<file path="config.mk">
export PLATFORM = sky130hd
export DESIGN_NAME = fetch_unit_flat
export DESIGN_NICKNAME = d
export VERILOG_FILES = /design/src/rtl/fetch_unit_if.sv /design/src/rtl/fetch_unit.sv /design/src/flat_wrapper.sv
export SDC_FILE = /design/constraint.sdc
export NUM_CORES = 1
export LEC_CHECK = 0
export ABC_AREA = 1
export BUFFER_PORTS_ARGS = -buffer_cell sky130_fd_sc_hd__buf_4
export CELL_PAD_IN_SITES_DETAIL_PLACEMENT = 0
export CELL_PAD_IN_SITES_GLOBAL_PLACEMENT = 2
export CORE_AREA = 2 2 164 166
export CTS_BUF_LIST = sky130_fd_sc_hd__clkbuf_16
export DETAILED_ROUTE_END_ITERATION = 10
export DIE_AREA = 0 0 166 168
export GPL_ROUTABILITY_DRIVEN = 1
export HOLD_SLACK_MARGIN = 0.08
export PLACE_DENSITY_LB_ADDON = 0.1
export SLEW_MARGIN = 20
export SYNTH_ARGS = -nofsm -noshare
export SYNTH_HDL_FRONTEND = slang
export SYNTH_SLANG_ARGS = --single-unit
export TNS_END_PERCENT = 50
</file>
<file path="constraint.sdc">
create_clock -name clk -period 6.1 [get_ports clk]
set_input_delay 1.22 -clock clk [delete_from_list [all_inputs] [get_ports clk]]
set_output_delay 1.22 -clock clk [all_outputs]
set_load 0.02 [all_outputs]
</file>
<file path="src/rtl/fetch_unit_if.sv">
// fetch_unit_if: bundles the fetch stage's instruction-ROM port, the
// controller/hazard inputs and the IF/ID outputs towards decode.
// master = fetch stage side, slave = ROM/controller/decode side.
// Optional FETCH_STATS_EN adds fetch_count/redirect_count.
interface fetch_unit_if #(
  parameter int IMEM_AW = 10
);
  // instruction ROM
  logic [IMEM_AW-1:0] imem_addr;
  logic [31:0]        imem_rdata;
  // hazard unit and controller
  logic        stall;
  logic        beq;
  logic        bne;
  logic        jmp;
  logic        jal;
  logic        jr;
  logic        syscall;
  logic        rs_equal;
  logic [31:0] rs_data;
  // fetch state and IF/ID register
  logic [31:0] pc;
  logic        id_valid;
  logic [31:0] id_instr;
  logic [31:0] id_pc_plus4;
  logic [5:0]  op;
  logic [5:0]  func;
  logic [4:0]  rs;
  logic [4:0]  rt;
  logic [4:0]  rd;
  logic [4:0]  shamt;
  logic [15:0] imm16;
  logic        redirect;
  logic        halted;
`ifdef FETCH_STATS_EN
  logic [31:0] fetch_count;
  logic [31:0] redirect_count;
`endif

  modport master (
    output imem_addr, pc, id_valid, id_instr, id_pc_plus4,
           op, func, rs, rt, rd, shamt, imm16, redirect, halted,
`ifdef FETCH_STATS_EN
           fetch_count, redirect_count,
`endif
    input  imem_rdata, stall, beq, bne, jmp, jal, jr, syscall,
           rs_equal, rs_data
  );

  modport slave (
    input  imem_addr, pc, id_valid, id_instr, id_pc_plus4,
           op, func, rs, rt, rd, shamt, imm16, redirect, halted,
`ifdef FETCH_STATS_EN
           fetch_count, redirect_count,
`endif
    output imem_rdata, stall, beq, bne, jmp, jal, jr, syscall,
           rs_equal, rs_data
  );
endinterface

</file>
<file path="src/rtl/fetch_unit.sv">
// fetch_unit: MIPS instruction fetch + IF/ID register; resolves ID-stage
// branches/jumps (one bubble per taken redirect), stall hold, syscall halt.
// Ports: clk, rst_n (async active-low), bus (fetch_unit_if.master): ROM
// address/data, controller flow inputs, pc, IF/ID fields, redirect, halted.
// Optional macro FETCH_STATS_EN adds saturating fetch/redirect counters.
module fetch_unit #(
  parameter logic [31:0] RESET_PC = 32'h0000_0000,
  parameter int          IMEM_AW  = 10
) (
  input logic          clk,
  input logic          rst_n,
  fetch_unit_if.master bus
);

  // What the next clock edge does to the fetch state.
  typedef enum logic [1:0] {
    ACT_HOLD,   // halted or stalled
    ACT_HALT,   // syscall reached ID
    ACT_REDIR,  // taken branch/jump: load target, squash wrong path
    ACT_LOAD    // sequential fetch
  } act_e;

  logic [31:0] pc_q;
  logic [31:0] id_instr_q;
  logic [31:0] id_pc4_q;
  logic        id_valid_q;
  logic        halted_q;

  logic [31:0] pc_plus4;
  logic [31:0] br_off;
  logic [31:0] target;
  logic        taken;
  logic        redirect;
  act_e        act;

  assign pc_plus4 = pc_q + 32'd4;

  always_comb begin
    taken  = 1'b0;
    br_off = '0;
    target = '0;
    // Control inputs only mean something when ID holds a real instruction.
    taken = id_valid_q & ((bus.beq & bus.rs_equal) | (bus.bne & ~bus.rs_equal) |
                          bus.jmp | bus.jal | bus.jr);
    redirect = taken & ~bus.stall & ~halted_q;
    br_off = {{14{id_instr_q[15]}}, id_instr_q[15:0], 2'b00};
    if (bus.jr)
      target = bus.rs_data;
    else if (bus.jmp | bus.jal)
      target = {id_pc4_q[31:28], id_instr_q[25:0], 2'b00};
    else
      target = id_pc4_q + br_off;
  end

  always_comb begin
    act = ACT_LOAD;
    if (halted_q || bus.stall)
      act = ACT_HOLD;   // stall defers redirect/syscall to a later cycle
    else if (id_valid_q && bus.syscall)
      act = ACT_HALT;
    else if (redirect)
      act = ACT_REDIR;
  end

  always_ff @(posedge clk or negedge rst_n) begin
    if (!rst_n) begin
      pc_q       <= RESET_PC;
      id_instr_q <= '0;
      id_pc4_q   <= '0;
      id_valid_q <= 1'b0;
      halted_q   <= 1'b0;
    end else begin
      case (act)
        ACT_HALT: begin
          halted_q   <= 1'b1;
          id_valid_q <= 1'b0;
          id_instr_q <= '0;
        end
        ACT_REDIR: begin
          pc_q       <= target;
          id_valid_q <= 1'b0;
          id_instr_q <= '0;
        end
        ACT_LOAD: begin
          pc_q       <= pc_plus4;
          id_instr_q <= bus.imem_rdata;
          id_pc4_q   <= pc_plus4;
          id_valid_q <= 1'b1;
        end
        default: ;
      endcase
    end
  end

`ifdef FETCH_STATS_EN
  logic [31:0] fetch_cnt_q;
  logic [31:0] redir_cnt_q;

  // Both counters stop naturally while halted: no loads and no redirects
  // can occur once halted_q is set.
  always_ff @(posedge clk or negedge rst_n) begin
    if (!rst_n) begin
      fetch_cnt_q <= '0;
      redir_cnt_q <= '0;
    end else begin
      if (act == ACT_LOAD && fetch_cnt_q != 32'hFFFF_FFFF)
        fetch_cnt_q <= fetch_cnt_q + 32'd1;
      if (redirect && redir_cnt_q != 32'hFFFF_FFFF)
        redir_cnt_q <= redir_cnt_q + 32'd1;
    end
  end

  assign bus.fetch_count    = fetch_cnt_q;
  assign bus.redirect_count = redir_cnt_q;
`endif

  assign bus.imem_addr   = pc_q[IMEM_AW+1:2];
  assign bus.pc          = pc_q;
  assign bus.id_valid    = id_valid_q;
  assign bus.id_instr    = id_instr_q;
  assign bus.id_pc_plus4 = id_pc4_q;
  assign bus.op          = id_instr_q[31:26];
  assign bus.func        = id_instr_q[5:0];
  assign bus.rs          = id_instr_q[25:21];
  assign bus.rt          = id_instr_q[20:16];
  assign bus.rd          = id_instr_q[15:11];
  assign bus.shamt       = id_instr_q[10:6];
  assign bus.imm16       = id_instr_q[15:0];
  assign bus.redirect    = redirect;
  assign bus.halted      = halted_q;

endmodule

</file>
<file path="src/flat_wrapper.sv">
// flat-port wrapper written by rule: the top's interface ports become plain ports
module fetch_unit_flat 
#(
  parameter logic [31:0] RESET_PC = 32'h0000_0000,
  parameter int          IMEM_AW  = 10
)
  (clk, rst_n, bus_imem_addr, bus_pc, bus_id_valid, bus_id_instr, bus_id_pc_plus4, bus_op, bus_func, bus_rs, bus_rt, bus_rd, bus_shamt, bus_imm16, bus_redirect, bus_halted, bus_imem_rdata, bus_stall, bus_beq, bus_bne, bus_jmp, bus_jal, bus_jr, bus_syscall, bus_rs_equal, bus_rs_data);
  fetch_unit_if #(.IMEM_AW(IMEM_AW)) bus_i ();
  input logic clk;
  input logic rst_n;
  output wire logic [$bits(bus_i.imem_addr)-1:0] bus_imem_addr;
  output wire logic [$bits(bus_i.pc)-1:0] bus_pc;
  output wire logic [$bits(bus_i.id_valid)-1:0] bus_id_valid;
  output wire logic [$bits(bus_i.id_instr)-1:0] bus_id_instr;
  output wire logic [$bits(bus_i.id_pc_plus4)-1:0] bus_id_pc_plus4;
  output wire logic [$bits(bus_i.op)-1:0] bus_op;
  output wire logic [$bits(bus_i.func)-1:0] bus_func;
  output wire logic [$bits(bus_i.rs)-1:0] bus_rs;
  output wire logic [$bits(bus_i.rt)-1:0] bus_rt;
  output wire logic [$bits(bus_i.rd)-1:0] bus_rd;
  output wire logic [$bits(bus_i.shamt)-1:0] bus_shamt;
  output wire logic [$bits(bus_i.imm16)-1:0] bus_imm16;
  output wire logic [$bits(bus_i.redirect)-1:0] bus_redirect;
  output wire logic [$bits(bus_i.halted)-1:0] bus_halted;
  input wire logic [$bits(bus_i.imem_rdata)-1:0] bus_imem_rdata;
  input wire logic [$bits(bus_i.stall)-1:0] bus_stall;
  input wire logic [$bits(bus_i.beq)-1:0] bus_beq;
  input wire logic [$bits(bus_i.bne)-1:0] bus_bne;
  input wire logic [$bits(bus_i.jmp)-1:0] bus_jmp;
  input wire logic [$bits(bus_i.jal)-1:0] bus_jal;
  input wire logic [$bits(bus_i.jr)-1:0] bus_jr;
  input wire logic [$bits(bus_i.syscall)-1:0] bus_syscall;
  input wire logic [$bits(bus_i.rs_equal)-1:0] bus_rs_equal;
  input wire logic [$bits(bus_i.rs_data)-1:0] bus_rs_data;
  assign bus_imem_addr = bus_i.imem_addr;
  assign bus_pc = bus_i.pc;
  assign bus_id_valid = bus_i.id_valid;
  assign bus_id_instr = bus_i.id_instr;
  assign bus_id_pc_plus4 = bus_i.id_pc_plus4;
  assign bus_op = bus_i.op;
  assign bus_func = bus_i.func;
  assign bus_rs = bus_i.rs;
  assign bus_rt = bus_i.rt;
  assign bus_rd = bus_i.rd;
  assign bus_shamt = bus_i.shamt;
  assign bus_imm16 = bus_i.imm16;
  assign bus_redirect = bus_i.redirect;
  assign bus_halted = bus_i.halted;
  assign bus_i.imem_rdata = bus_imem_rdata;
  assign bus_i.stall = bus_stall;
  assign bus_i.beq = bus_beq;
  assign bus_i.bne = bus_bne;
  assign bus_i.jmp = bus_jmp;
  assign bus_i.jal = bus_jal;
  assign bus_i.jr = bus_jr;
  assign bus_i.syscall = bus_syscall;
  assign bus_i.rs_equal = bus_rs_equal;
  assign bus_i.rs_data = bus_rs_data;
  fetch_unit #(.RESET_PC(RESET_PC), .IMEM_AW(IMEM_AW)) u_core (.clk(clk), .rst_n(rst_n), .bus(bus_i));
endmodule
</file>
== Word-level counts from Yosys, hierarchy flattened ==
Index checks and enable logic that the tools add are counted.

* Flip-flop bits (word level): 98
* Bits in latches: 0
* RAM bits: 0
* Memory bits (read-only): 0
* Input port bits: 74
* Output and inout port bits: 157
* Word-level logic and storage cells: 36
* Memories kept: 0

* $add $sub $neg: 2
* $mul: 0
* Div/mod/pow operators: 0
* $lt $le $gt $ge: 0
* Eq/ne operators: 3
* Shifts and indexed selects: 0
* Multiplexer cells: 8
* Bitwise gates (word level): 13
* Reduce and logical (&&, ||, !) cells: 5

{| class="wikitable"
|+ Operators with widths
! cell !! number
|-
| $pmux 32 s2 || 2
|-
| $mux 32 || 2
|-
| $add 32x3->32 const B || 1
|-
| $add 32x32->32 || 1
|-
| $and 1x1->1 || 5
|-
| $or 1x1->1 || 5
|-
| $eq 2x2->1 const B || 2
|-
| $mux 2 || 2
|-
| $reduce_bool 2->1 || 2
|-
| $not 1->1 || 3
|-
| $eq 2x1->1 const B || 1
|-
| $pmux 1 s2 || 1
|-
| $reduce_or 2->1 || 1
|-
| $logic_and 1x1->1 || 1
|-
| $logic_or 1x1->1 || 1
|-
| $mux 1 || 1
|}

== Longest topological paths before layout ==
Gate-level depths: netlist (run 1).

* Depth in word-level cells: 15
* Depth in mapped cells: 15
* Gate-level depth less buffers: 15

== Worst setup path before layout (run 1) ==
OpenSTA, ideal clock, no wires.

* Kind: in2out
* Start: input port bus_jal
* End: output port bus_redirect
* Arrival: 2.155 ns
* Data required time: 4.880 ns
* Slack: 2.725 ns
* Cell stages on the path: 7
* Path buffers: 1
* Path through: inv_1 -> nand2_1 -> nor2_2 -> o211ai_1 -> nand2_2 -> buf_1 -> nor2_1

* Cells in the longest elaborated chain, start to end: 5

{| class="wikitable"
|+ Ends and longest elaborated chain
! element !! line !! RTL
|-
| start, declared || flat_wrapper.sv:30 || <nowiki>input wire logic [$bits(bus_i.jal)-1:0] bus_jal;</nowiki>
|-
| $or 1x1->1 (2 in a row) || fetch_unit.sv:44 || <nowiki>bus.jmp | bus.jal | bus.jr);</nowiki>
|-
| $and 1x1->1 || fetch_unit.sv:43 || <nowiki>taken = id_valid_q & ((bus.beq & bus.rs_equal) | (bus.bne & ~bus.rs_equal) |</nowiki>
|-
| $and 1x1->1 (2 in a row) || fetch_unit.sv:45 || <nowiki>redirect = taken & ~bus.stall & ~halted_q;</nowiki>
|-
| end, declared || flat_wrapper.sv:23 || <nowiki>output wire logic [$bits(bus_i.redirect)-1:0] bus_redirect;</nowiki>
|}

No other way between the ends.

== Worst setup path in the final report (run 1) ==
Same ends and word-level chain as after synthesis.

==> results of run 1 <==
==> layer usage <==
| layer | GRT usage [%] | vias up | routed length (um) |
|---|---|---|---|
| li1 | - | 3966 | - |
| met1 | 33.6 | 3755 | 15800 |
| met2 | 34.5 | 195 | 13900 |
| met3 | 1.57 | 19 | 1220 |
| met4 | 4.88 | 0 | 443 |
| met5 | 0 | - | 0 |
==> flip-flops by register name, summed over array words and instances (netlist names) <==
register                count
u_core.bus.halted           1
u_core.bus.id_instr        32
u_core.bus.id_pc_plus4     32
u_core.bus.id_valid         1
u_core.bus.pc              32
==> how the worst max path moves through the flow <==
stage                  from                 to  slack, ps  cells past startpoint
finish              bus_jal       bus_redirect       2150                      9
global route        bus_jal       bus_redirect       1970                      9
CTS                 bus_jal       bus_redirect       2140                      9
detailed placement  bus_jal  u_core.bus.pc[17]       2140                     12
global placement    bus_jal  u_core.bus.pc[17]       2210                     12
floorplan           bus_jal       bus_redirect       2730                      7
==> power groups by stage <==
stage	Sequential, mW	Clock [mW]	Combinational (mW)
after global placement	1.56	0	3.81
final	1.54	0.634	3.79
after floorplan	1.69	0	2.27
after detailed placement	1.56	0	3.80
after global routing	1.60	0.672	4.21
after CTS	1.55	0.651	3.81
==> layout by cell type (no fill, tap or decap), types with 2 or more instances in the layout <==
| master | instances |
|---|---|
| sky130_fd_sc_hd__a21o_1 | 4 |
| sky130_fd_sc_hd__a21oi_1 | 92 |
| sky130_fd_sc_hd__a22o_1 | 30 |
| sky130_fd_sc_hd__a22oi_1 | 4 |
| sky130_fd_sc_hd__a31oi_1 | 3 |
| sky130_fd_sc_hd__and2_1 | 4 |
| sky130_fd_sc_hd__buf_4 | 238 |
| sky130_fd_sc_hd__clkbuf_16 | 9 |
| sky130_fd_sc_hd__dfrtp_1 | 98 |
| sky130_fd_sc_hd__ha_1 | 30 |
| sky130_fd_sc_hd__inv_1 | 131 |
| sky130_fd_sc_hd__inv_2 | 3 |
| sky130_fd_sc_hd__inv_8 | 2 |
| sky130_fd_sc_hd__mux2_2 | 3 |
| sky130_fd_sc_hd__nand2_1 | 360 |
| sky130_fd_sc_hd__nand2_2 | 5 |
| sky130_fd_sc_hd__nand3_1 | 50 |
| sky130_fd_sc_hd__nand3b_1 | 6 |
| sky130_fd_sc_hd__nand4_1 | 8 |
| sky130_fd_sc_hd__nor2_1 | 131 |
| sky130_fd_sc_hd__nor2_2 | 2 |
| sky130_fd_sc_hd__nor2_4 | 2 |
| sky130_fd_sc_hd__nor3_1 | 14 |
| sky130_fd_sc_hd__nor3_2 | 4 |
| sky130_fd_sc_hd__o211ai_1 | 15 |
| sky130_fd_sc_hd__o21ai_0 | 22 |
| sky130_fd_sc_hd__o21ai_1 | 3 |
| sky130_fd_sc_hd__o21bai_1 | 3 |
| sky130_fd_sc_hd__xnor2_1 | 16 |
| sky130_fd_sc_hd__xor2_1 | 13 |
==> cells by family after synthesis <==
| family | Yosys count | synth area share (%) |
|---|---|---|
| buffers and inverters | 230 | 14.3 |
| adder cells (fa/ha/maj) | 31 | 5.10 |
| XOR/XNOR | 29 | 3.27 |
| flip-flops | 98 | 31.6 |
| AND/OR/NAND/NOR | 588 | 31.0 |
| AO/OA/AOI/OAI | 180 | 14.1 |
| multiplexers | 4 | 0.581 |
==> cell usage after synthesis (all sizes together) <==
cell	count
nand3	50
nor3	18
a22oi	4
xor2	13
nor2	135
o221ai	1
nand4	8
nand2	365
or2	1
a21o	4
a31oi	3
nand3b	6
clkinv	1
inv	134
o311ai	1
and2	4
a21oi	92
a22o	30
dfrtp	98
ha	30
xnor2	16
a32o	1
o211ai	15
buf	75
fa	1
o21bai	3
or3	1
a211oi	1
o21ai	25
mux2	4
clkbuf	20
==> worst min-delay path, stage by stage, from the launching register on <==
cell	delay, ps
sky130_fd_sc_hd__dfrtp_1	380
sky130_fd_sc_hd__nand2_1	60
sky130_fd_sc_hd__o21ai_0	60
==> cell type report <==
type                    instances  area, um2  share of cell area (%)
repair buffers                238       1790                    18.4
well taps                     341        427                    4.40
multi-input cells             832       4190                    43.3
flip-flops and latches         98       2450                    25.3
clock inverters                 7       93.8                   0.969
diodes                          1       2.50                  0.0258
inverters                     135        507                    5.23
clock buffers                   9        225                    2.32
==> per-stage QoR <==
stage	area (um2)	utilization [%]	cells	hold WS [ps]	setup slack [ps]
finish	9690	36.8	1661	533	2150
global route	9690	36.8	1661	552	1970
CTS	9690	36.8	1660	522	2140
detailed placement	9370	35.5	1644	502	2140
global placement	9370	35.5	1644	489	2210
floorplan	7760	-	1160	527	2730
==> results.env, run 1 <==
CRITPATHMOSTFREQUENTCELL='sky130_fd_sc_hd__buf_4'
NUMBER_OF_GLOBAL_ROUTE_VIAS_BEFORE_REPAIR=7775
STARTPOINT_TYPE='input port'
SYNTH_TOP_CELL_AREA_SHARE_PCT=31.6
GLOBAL_ROUTE_WIRE_LENGTH_BEFORE_REPAIR_UM=47500
REG_TO_REG_SETUP_TIMING_SLACK_PS=3320
R2R-START='u_core.bus.id_instr[15]'
INTERNAL_POWER_mW=2.75
WORST_EP_REQUIRED_TIME_PS=4880
POST-SYNTH-TOP-AREA-CELL='sky130_fd_sc_hd__dfrtp_1'
CLKLATENCYLATEPIN_PS=360
ANT_NETS=0
POST_ROUTE_MINIMUM_PERIOD_PS=3950
MAXSLEWHEADROOM_PCT=43.5
TIMING.FMAX_MHz=253
PLACE_CONGESTION=0.823
REG2REG_TO='u_core.bus.pc[29]'
CTS_HOLD_BUFFERS=0
ROUTE.DETAILED.WL_PER_INST_UM=18.9
POWER_FRAC_CLOCK_PCT=10.6
FINALNETCOUNT=1419
CAP_VIOL_MAX_COUNT=0
TIMING.HOLD.WORST.CLASS='flop to flop'
TNS_PS=0
DRV_SLEW=0
RSZ0062_AT_GRT='no'
POST_ROUTE_CELLS_DRIVE_ABOVE_1_SHARE_PCT=20.8
P_COMB_SHARE_PCT=63.5
TRITONCTS_NUM_SINKS=98
STATUS='complete, no violations'
INITIAL_CORE_UTILIZATION_PCT=29.4
SYNTH_CELLS=1160
DRC_VIOLATIONS=0
REG2REG_DEPTH=12
DESIGN.DIE.AREA_MM2=0.0279
DRT_PRE_ANTENNA_ITERS=5
FLOW.AREA_GROWTH_FROM_SYNTHESIS_PCT=24.9
TOP_CELL_FAMILY_BY_DELAY_ON_THE_CRITICAL_PATH='simple AND/OR/NAND/NOR gates'
IRDROPWORSTVDD_V=0.000221
HOLD_PATH_STARTPOINT='u_core.bus.id_pc_plus4[0]'
PERIOD_UTILISATION_LAYOUT_PCT=64.8
MIN_PATH_CELLS=2
GRT.OVERFLOW.TOTAL=0
SYNTH.TOP_CELLS.BY_AREA='sky130_fd_sc_hd__dfrtp_1 (32%), sky130_fd_sc_hd__nand2_1 (17%), sky130_fd_sc_hd__inv_1 (6.3%)'
CRIT_PATH_CELL_TRACE='buf_4, inv_1, nand2_1, buf_4, nor2_2, o211ai_1, nand2_2, nor2_1, buf_4'
CTS_MAX_PATH_BUFFERS=2
NUMBER_OF_BUFFERS_CREATED_BY_CTS=9
ENDPOINT_KIND='output pin'
POWER_DENSITY_mW_PER_MM2=616
POSTSYNTHNETCOUNT=1265
CLKTRANSATPATHREGS_PS=80
POWER_mW=5.96
SUMMED_INSTANCE_AREA_OF_THE_SYNTHESIZED_NETLIST_MM2=0.00776
CHIPHEIGHT_UM=168
CRITICAL_PATH_BUF_INV_COUNT=4
WORSTPATHARRIVAL_PS=2730
GRT.TOTAL_USAGE_PCT=22.2
TIMING_WORST_SETUP_PATH_TYPE='input port to output pin'
WORST-SLEW-PIN-TRANSITION_PS=847
LARGEST_NET_DEGREE_AT_THE_START_OF_GLOBAL_ROUTING=62
TIMING.CRITICAL_PATH.SLOWEST_STAGE_CELL='sky130_fd_sc_hd__buf_4'
NUMBER_OF_ANTENNA_VIOLATIONS_AT_THE_FIRST_CHECK_IN_GLOBAL_ROUTING=1
POST_CTS_RESIZE_COUNT=0
SKEW_PS=11.2
ROUTE.FINAL.WIRE_LENGTH_UM=31400
NUMBER_OF_REGISTER_BITS_INFERRED_BY_SYNTHESIS=98
POWER_FRAC_SEQ_PCT=25.8
HOLD_VIOL=0
CTS.REPAIR_TIMING.SETUP_BUFFER_COUNT=0
CORE_MM2=0.0264
REPORT.FINAL.SETUP_VIOL=0
P_SW_mW=3.21
CTS-ROOT-BUF='sky130_fd_sc_hd__clkbuf_16'
YS_WARN_COUNT=0
SYNTH-SEQ-AREA-SHARE_PCT=31.6
CRIT_FANOUT=42
DETAILED_PLACE_HPWL_UM=24900
DETAILROUTE.VIA_COUNT=7935
SYNTH_AREA_PER_INST_UM2=6.69
NETLIST-CELL-TYPE-COUNT=40
FILLCELLCOUNT=2917
NUMPORTBUFFERS=230
CTS_TREE='done'
DR.FIRST_ITER.DRC_COUNT=493
SWITCHING_SHARE_PCT=53.8
HOLD_PATH_END='u_core.bus.id_pc_plus4[0]'
IO_PINS=231
VIA_PER_INST=4.78
DIE_WIDTH_UM=166
SLOWEST_DELAY_PS=380
H-TREE-DEPTH=3
NUM_ROWS=60
P_LEAK_nW=5.21
No activity file was read; power rests on OpenSTA's default activity.
==> inputs of run 2 (changes only) <==
- CORE_AREA: 2 2 164 166 -> 2 2 180 182
- DIE_AREA: 0 0 166 168 -> 0 0 182 184
- clock period: 6.1 -> 3.19 ns (I/O delays scaled with it)
==> run 2 against run 1 <==
  * Largest cell class unchanged
  * First-iteration DRC count fell by 17%
  * Utilization shrank 5.4 points
  * Critical endpoint is now u_core.bus.pc[29]
  * Routed wire length is 12% higher
==> results.env, run 2 (synthesis gave the netlist of run 1 again) <==
PLACE_CONGESTION=0.850
PLACEDCELLCOUNT=1717
DETAILROUTE.VIA_COUNT=7965
POST_CTS_RESIZE_COUNT=0
IRDROPWORSTVDD_V=0.000369
P_SW_mW=6.29
HOLD_VIOL=0
SWITCHING_SHARE_PCT=54.6
CAP_VIOL_MAX_COUNT=0
SLOWEST_DELAY_PS=820
ROUTED-WL-MET3_UM=1140
MAXSLEWHEADROOM_PCT=50.7
HIGHEST_ROUTED_METAL_LAYER='met4'
INSERTEDDIODECOUNT=0
WORSTPATHARRIVAL_PS=2980
MOST-COMMON-LAYOUT-CELLS='sky130_fd_sc_hd__nand2_1 (360), sky130_fd_sc_hd__buf_4 (247), sky130_fd_sc_hd__inv_1 (132)'
FLOW.AREA_GROWTH_FROM_SYNTHESIS_PCT=27.0
STATUS='complete, no violations'
CRITPATHMOSTFREQUENTCELL='sky130_fd_sc_hd__nand2_1'
POWER_DENSITY_mW_PER_MM2=1170
POWER_FRAC_SEQ_PCT=25.6
DESIGN.DIE.AREA_MM2=0.0335
DPL-INSTANCE-AREA_MM2=0.00957
REPORT.FINAL.SETUP_VIOL=0
DETAIL_ROUTE.WIRELENGTH.MET1_UM=18000
CORE_MM2=0.0314
CTS-ROOT-BUF='sky130_fd_sc_hd__clkbuf_16'
P_LEAK_nW=5.26
NUMBER_OF_ANTENNA_VIOLATIONS_AT_THE_FIRST_CHECK_IN_GLOBAL_ROUTING=0
WORST-SLEW-PIN-TRANSITION_PS=740
TIMING_WORST_SETUP_PATH_TYPE='flop to flop'
CRIT_FANOUT=20
CTS_MAX_PATH_BUFFERS=2
STARTPOINT_TYPE='flop'
POST_ROUTE_CELLS_DRIVE_ABOVE_1_SHARE_PCT=21.3
NUMBER_OF_GLOBAL_ROUTE_VIAS_BEFORE_REPAIR=7893
GRT.OVERFLOW.TOTAL=0
DRV_SLEW=0
DR.FIRST_ITER.DRC_COUNT=411
LARGEST_NET_DEGREE_AT_THE_START_OF_GLOBAL_ROUTING=51
INTERNAL_POWER_mW=5.23
DRT_PRE_ANTENNA_ITERS=5
TIMING.FMAX_MHz=371
CTS_HOLD_BUFFERS=0
TNS_PS=0
CLKLATENCYLATEPIN_PS=360
FINALNETCOUNT=1431
IO_PINS=231
GLOBAL_ROUTE_WIRE_LENGTH_BEFORE_REPAIR_UM=51800
ROUTE.DETAILED.WL_PER_INST_UM=20.3
DETAILED_PLACE_HPWL_UM=28200
PERIOD_UTILISATION_LAYOUT_PCT=84.4
SKEW_PS=18.4
MET2WIRELENGTH_UM=15800
DRC_VIOLATIONS=0
VIA_PER_INST=4.60
NUMPORTBUFFERS=230
ENDPOINT_KIND='flop'
INITIAL_CORE_UTILIZATION_PCT=24.7
H-TREE-DEPTH=3
POWER_FRAC_CLOCK_PCT=9.8
CTS.REPAIR_TIMING.SETUP_BUFFER_COUNT=0
LAYOUTNONFILLERINSTCOUNT=1733
GRT.TOTAL_USAGE_PCT=20.9
LAYOUT_COMMONEST_CELL='sky130_fd_sc_hd__nand2_1'
NUMBER_OF_BUFFERS_CREATED_BY_CTS=9
TIMING.HOLD.WORST.CLASS='input port to asynchronous set/reset pin'
ROUTE.FINAL.WIRE_LENGTH_UM=35100
TOP_CELL_FAMILY_BY_DELAY_ON_THE_CRITICAL_PATH='flip-flops'
RSZ0062_AT_GRT='no'
CTS_TREE='done'
HOLD-WORST-SLACK_PS=157
TRITONCTS_NUM_SINKS=98
NUM_ROWS=65
POST_ROUTE_MINIMUM_PERIOD_PS=2690
WORST_EP_REQUIRED_TIME_PS=3480
CRIT_PATH_CELL_TRACE='ha_1, nand2_1, inv_1, a21oi_1, nand2_1, a21oi_1, nand2_1, nand2_1, nand3_1, nand2_1, nand2_1, a21oi_1'
CRITICAL_PATH_BUF_INV_COUNT=1
ANT_NETS=0
P_COMB_SHARE_PCT=64.6
FIN_AREA_MM2=0.00985
CLKTRANSATPATHREGS_PS=80
DIE_WIDTH_UM=182
TIMING.CRITICAL_PATH.SLOWEST_STAGE_CELL='sky130_fd_sc_hd__dfrtp_1'
CHIPHEIGHT_UM=184
[run 2: cell count changes in the layout (fill, tap and decap cells not counted)]
cell	change
sky130_fd_sc_hd__buf_4	+9
sky130_fd_sc_hd__buf_12	+3
sky130_fd_sc_hd__bufinv_16	-1
sky130_fd_sc_hd__clkinv_1	+1
sky130_fd_sc_hd__clkinv_8	-1
sky130_fd_sc_hd__diode_2	-1
sky130_fd_sc_hd__inv_1	+1
sky130_fd_sc_hd__inv_6	+1
sky130_fd_sc_hd__inv_8	-1
[run 2: power by group through the flow]
stage	registers, mW	logic, mW	clock network, mW
floorplan	3.23	4.34	0
finish	2.95	7.45	1.13
detailed placement	2.96	7.49	0
global placement	2.97	7.55	0
CTS	2.95	7.51	1.15
global route	3.05	8.21	1.20
[run 2: path summary, 6_finish.rpt]
path	start	endpoint	slack (ps)	cells past startpoint
hold / removal	rst_n	u_core.bus.pc[1]	160	1
max in group asynchronous	rst_n	u_core.bus.id_pc_plus4[27]	2190	2
setup / recovery	u_core.bus.id_instr[15]	u_core.bus.pc[29]	500	12
setup reg to reg	u_core.bus.id_instr[15]	u_core.bus.pc[29]	500	12
hold reg to reg	u_core.bus.id_pc_plus4[1]	u_core.bus.id_pc_plus4[1]	530	2
min in group clk	bus_stall	u_core.bus.halted	470	2
[run 2: worst register-to-register path, cell delays in order (launching register included)]
cell	delay (ps)
sky130_fd_sc_hd__dfrtp_1	820
sky130_fd_sc_hd__ha_1	440
sky130_fd_sc_hd__nand2_1	190
sky130_fd_sc_hd__inv_1	60
sky130_fd_sc_hd__a21oi_1	220
sky130_fd_sc_hd__nand2_1	130
sky130_fd_sc_hd__a21oi_1	180
sky130_fd_sc_hd__nand2_1	70
sky130_fd_sc_hd__nand2_1	50
sky130_fd_sc_hd__nand3_1	120
sky130_fd_sc_hd__nand2_1	130
sky130_fd_sc_hd__nand2_1	80
sky130_fd_sc_hd__a21oi_1	130
[run 2: routing by layer]
| metal | track usage (%) | vias to the layer above |
|---|---|---|
| met4 | 2.90 | 0 |
| met3 | 2.08 | 11 |
| met2 | 33.0 | 174 |
| li1 | - | 3997 |
| met1 | 31.4 | 3783 |
| met5 | 0 | - |
[run 2: final cells by class]
class,instances,area [um2]
Multi-Input combinational cell,832,4190
Inverter,135,507
Clock inverter,7,52.6
Sequential cell,98,2450
Fill cell,3558,21500
Clock buffer,9,225
Tap cell,402,503
Timing Repair Buffer,250,1910
[run 2: per-stage QoR]
step	power, mW	worst slack (ps)	util (%)
2_1_floorplan	7.57	979	-
3_3_place_gp	10.5	516	30.5
3_5_place_dp	10.4	480	30.5
4_1_cts	11.6	442	31.4
5_1_grt	12.5	231	31.4
6_report	11.5	497	31.4
==> inputs of run 3 (changes only) <==
- ABC_AREA: 1 -> 0
- CORE_AREA: 2 2 180 182 -> 2 2 160 162
- DIE_AREA: 0 0 182 184 -> 0 0 162 164
- clock period: 3.19 -> 2.5 ns (I/O delays scaled with it)
==> run 3 against run 2 <==
  * The run now ends with setup timing left
  * Flip-flop and latch count did not move
  * Combinational power rose by 44%
  * Utilization rose by 10 points
  * Register-to-register slack got worse by 720 ps
  * Critical path depth rose by 1
  * Final area rose by 5.3%
  * Sequential power rose by 6.8%
  * Non-clock buffer count rose by 140
  * Via count fell by 8.2%
  * Global-route usage rose by 0.84 points
  * Critical path type unchanged
  * Routed wire length fell by 18%
==> results.env, run 3 <==
MOST-COMMON-LAYOUT-CELLS='sky130_fd_sc_hd__buf_4 (385), sky130_fd_sc_hd__nand2_1 (116), sky130_fd_sc_hd__dfrtp_1 (94)'
MET2WIRELENGTH_UM=13900
MULTI_INPUT_COMB_AREA_MM2=0.00420
PNR_WORST_SETUP_SLACK_PS=-219
DETAIL_ROUTE.WIRELENGTH.MET1_UM=13100
IO_PINS=231
TIMING.CRITICAL_PATH.SLOWEST_STAGE_CELL='sky130_fd_sc_hd__dfrtp_2'
FIN_AREA_MM2=0.0104
LARGEST_NET_DEGREE_AT_THE_START_OF_GLOBAL_ROUTING=42
NUMBER_OF_ANTENNA_VIOLATIONS_AT_THE_FIRST_CHECK_IN_GLOBAL_ROUTING=0
WORSTSETUPENDPOINT='u_core.bus.pc[26]'
CRITICAL_PATH_BUF_INV_COUNT=2
SYNTH_TOP_CELLS_BY_COUNT='sky130_fd_sc_hd__nand2_1 (119), sky130_fd_sc_hd__dfrtp_1 (98), sky130_fd_sc_hd__o21ai_0 (74)'
CTS_MAX_PATH_BUFFERS=2
REG_TO_REG_SETUP_TIMING_SLACK_PS=-220
TIMING.FMAX_MHz=368
GRT.TOTAL_USAGE_PCT=21.7
SYNTH_COMPOUND_GATE_AREA_SHARE_PCT=26.4
FILLCELLCOUNT=2573
SYNTH.AREA.MUX_SHARE_PCT=0.598
SYNTH-SEQ-AREA-SHARE_PCT=34.5
ROUTED-WL-MET3_UM=1600
DPL-INSTANCE-AREA_MM2=0.00982
DETAILED_PLACE_HPWL_UM=22200
VIA_PER_INST=4.99
POWER_DENSITY_mW_PER_MM2=1480
H-TREE-DEPTH=3
SLOWEST_DELAY_PS=430
GLOBAL_ROUTE_WIRE_LENGTH_BEFORE_REPAIR_UM=43800
YS_WARN_COUNT=0
DIE_WIDTH_UM=162
PLACE_CONGESTION=0.851
CLKLATENCYLATEPIN_PS=370
FINALNETCOUNT=1237
SEQCELLAREA_MM2=0.00246
TOP_CELL_FAMILY_BY_DELAY_ON_THE_CRITICAL_PATH='compound AO/OA/AOI/OAI gates'
SYNTH_CELLS=843
SYNTH_TOP_FLOP_CELL='sky130_fd_sc_hd__dfrtp_1'
WORST-SLEW-PIN-TRANSITION_PS=586
REPORT.FINAL.SETUP_VIOL=14
IRDROPWORSTVDD_V=0.000615
REG2REG_DEPTH=13
RSZ0062_AT_GRT='yes'
LAYOUTNONFILLERINSTCOUNT=1467
CRITICAL_PATH_DEPTH=13
NUMBER_OF_REGISTER_BITS_INFERRED_BY_SYNTHESIS=98
CORE_MM2=0.0248
DR.FIRST_ITER.DRC_COUNT=403
ENDPOINT_KIND='flop'
TIMING.HOLD.WORST.CLASS='input port to asynchronous set/reset pin'
NUMPORTBUFFERS=230
GRT.OVERFLOW.TOTAL=0
STATUS='finished, violations left'
SYNTH.MOST_COMMON_CELL='sky130_fd_sc_hd__nand2_1'
DRT_PRE_ANTENNA_ITERS=6
HOLD_VIOL=0
SYNTH_SIMPLE_GATE_AREA_SHARE_PCT=16.7
SYNTH.TOP_CELLS.BY_AREA='sky130_fd_sc_hd__dfrtp_1 (35%), sky130_fd_sc_hd__buf_4 (6.4%), sky130_fd_sc_hd__nand2_1 (6.3%)'
HIGHEST_ROUTED_METAL_LAYER='met4'
DESIGN.DIE.AREA_MM2=0.0266
NUMBER_OF_BUFFERS_CREATED_BY_CTS=9
SUMMED_INSTANCE_AREA_OF_THE_SYNTHESIZED_NETLIST_MM2=0.00711
CLKTRANSATPATHREGS_PS=80
LAYOUT_COMMONEST_CELL='sky130_fd_sc_hd__buf_4'
DRV_SLEW=0
CRIT_FANOUT=5
CHIPHEIGHT_UM=164
POSTSYNTHNETCOUNT=948
POWER_mW=15.3
TRITONCTS_NUM_SINKS=98
CAP_VIOL_MAX_COUNT=0
SYNTHARSTFLOPSHARE_PCT=100
REG2REG_TO='u_core.bus.pc[26]'
SYNTH_ENABLE_FLOP_CELLS=0
FINALCOREUTILIZATION_PCT=41.8
NUMBER_OF_GLOBAL_ROUTE_VIAS_BEFORE_REPAIR=7317
ROUTE.FINAL.WIRE_LENGTH_UM=29000
TIMING_WORST_SETUP_PATH_TYPE='flop to flop'
POST_ROUTE_CELLS_DRIVE_ABOVE_1_SHARE_PCT=40.9
ARITHMETIC_CELL_SHARE_OF_THE_SYNTHESIZED_AREA_COUNTING_FULL_ADDERS_HALF_ADDERS_AND_MAJORITY_GATES_PCT=5.56
CRIT_PATH_CELL_TRACE='ha_4, fa_2, a21o_1, a21oi_4, o21ai_2, a211oi_2, buf_4, o21ai_4, a31oi_4, buf_4, o31ai_2, xnor2_1, a21oi_1'
FAILED_CHECKS='setup timing'
STARTPOINT_TYPE='flop'
POST_ROUTE_MINIMUM_PERIOD_PS=2720
SYNTH_TOP_CELL_AREA_SHARE_PCT=34.5
MAXSLEWHEADROOM_PCT=60.9
CRIT_PATH_START='u_core.bus.id_pc_plus4[2]'
PLACEDCELLCOUNT=1443
R2R-START='u_core.bus.id_pc_plus4[2]'
PERIOD_UTILISATION_LAYOUT_PCT=109
P_LEAK_nW=4.93
SYNTH_XOR_AREA_SHARE_PCT=6.51
CTS-ROOT-BUF='sky130_fd_sc_hd__clkbuf_16'
INSERTEDDIODECOUNT=0
NUM_ROWS=58
POST-SYNTH-TOP-AREA-CELL='sky130_fd_sc_hd__dfrtp_1'
NETLIST-CELL-TYPE-COUNT=74
DRC_VIOLATIONS=0
FLOW.AREA_GROWTH_FROM_SYNTHESIS_PCT=45.8
INITIAL_CORE_UTILIZATION_PCT=28.6
WORSTPATHARRIVAL_PS=2950
DETAILROUTE.VIA_COUNT=7315
SKEW_PS=10.3
CTS_HOLD_BUFFERS=0
CTS_TREE='done'
SYNTH_AREA_PER_INST_UM2=8.43
WORST_EP_REQUIRED_TIME_PS=2730
SYNTH_TOP_FAMILY_BY_AREA='compound AO/OA/AOI/OAI gates'
CRITPATHMOSTFREQUENTCELL='sky130_fd_sc_hd__buf_4'
ANT_NETS=0
ROUTE.DETAILED.WL_PER_INST_UM=19.8
## run 3: changes by cell type after synthesis, moves of 33 or more
cell,change
sky130_fd_sc_hd__nand3_1,-33
sky130_fd_sc_hd__nor2_1,-75
sky130_fd_sc_hd__nand2_1,-241
sky130_fd_sc_hd__o21ai_0,+52
sky130_fd_sc_hd__inv_1,-123
## run 3: metal layers
metal	GRT usage [%]	vias to the layer above
met5	0	-
met4	4.30	0
met3	3.56	22
met2	37.2	232
met1	29.1	3499
li1	-	3562
## run 3: stage by stage
stage	TNS (ps)	hold slack (ps)	worst slack, ps
floorplan	-632	204	-118
global placement	-3180	494	-307
global route	-3510	127	-355
CTS	-1920	97.4	-192
finish	-1280	107	-219
detailed placement	-3460	507	-374
## run 3: worst min-delay path by stage
stage | start | to | slack, ps | cells after the start
CTS | rst_n | u_core.bus.id_pc_plus4[10] | 100 | 1
floorplan | rst_n | u_core.bus.halted | 200 | 0
detailed placement | rst_n | u_core.bus.id_pc_plus4[10] | 510 | 1
finish | rst_n | u_core.bus.id_pc_plus4[10] | 110 | 1
global placement | u_core.bus.id_pc_plus4[1] | u_core.bus.id_pc_plus4[1] | 490 | 2
global route | rst_n | u_core.bus.id_pc_plus4[0] | 130 | 1
## run 3: logic make-up after synthesis
kind of cell,after synthesis
AOI/OAI and AO/OA,286
xor gates and xnor gates,52
adders and majority gates,31
buffers and inverters,120
DFF,98
muxes,4
and+or+nand+nor,252
## run 3: what timing repair did
item	4_1_cts	5_1_grt
buffers inserted	5	4
pin swaps	18	24
gates cloned	0	0
resized for setup	20	22
endpoints found under the setup margin	22	24
## run 3: final cells by class
type / count / share of cell area [%]
clock inverter: 7 / 0.676
multi-input combinational: 625 / 40.5
inverter: 8 / 0.290
timing repair buffer: 390 / 28.7
tap: 330 / 3.98
sequential: 98 / 23.7
clock buffer: 9 / 2.17
## run 3: power by group
group / total (mW) / internal, mW / leakage (nW) / switching [mW]
Sequential: 3.15 / 2.35 / 1.22 / 0.797
Clock: 1.46 / 0.706 / 0.142 / 0.755
Combinational: 10.7 / 4.97 / 3.56 / 5.74
## run 3: worst reg2reg max path, cell delays in order (launching register included)
cell and delay, ps:
sky130_fd_sc_hd__dfrtp_2 430, sky130_fd_sc_hd__ha_4 170, sky130_fd_sc_hd__fa_2 350, sky130_fd_sc_hd__a21o_1 200, sky130_fd_sc_hd__a21oi_4 170, sky130_fd_sc_hd__o21ai_2 90, sky130_fd_sc_hd__a211oi_2 190, sky130_fd_sc_hd__buf_4 170
sky130_fd_sc_hd__o21ai_4 90, sky130_fd_sc_hd__a31oi_4 280, sky130_fd_sc_hd__buf_4 170, sky130_fd_sc_hd__o31ai_2 60, sky130_fd_sc_hd__xnor2_1 140, sky130_fd_sc_hd__a21oi_1 80
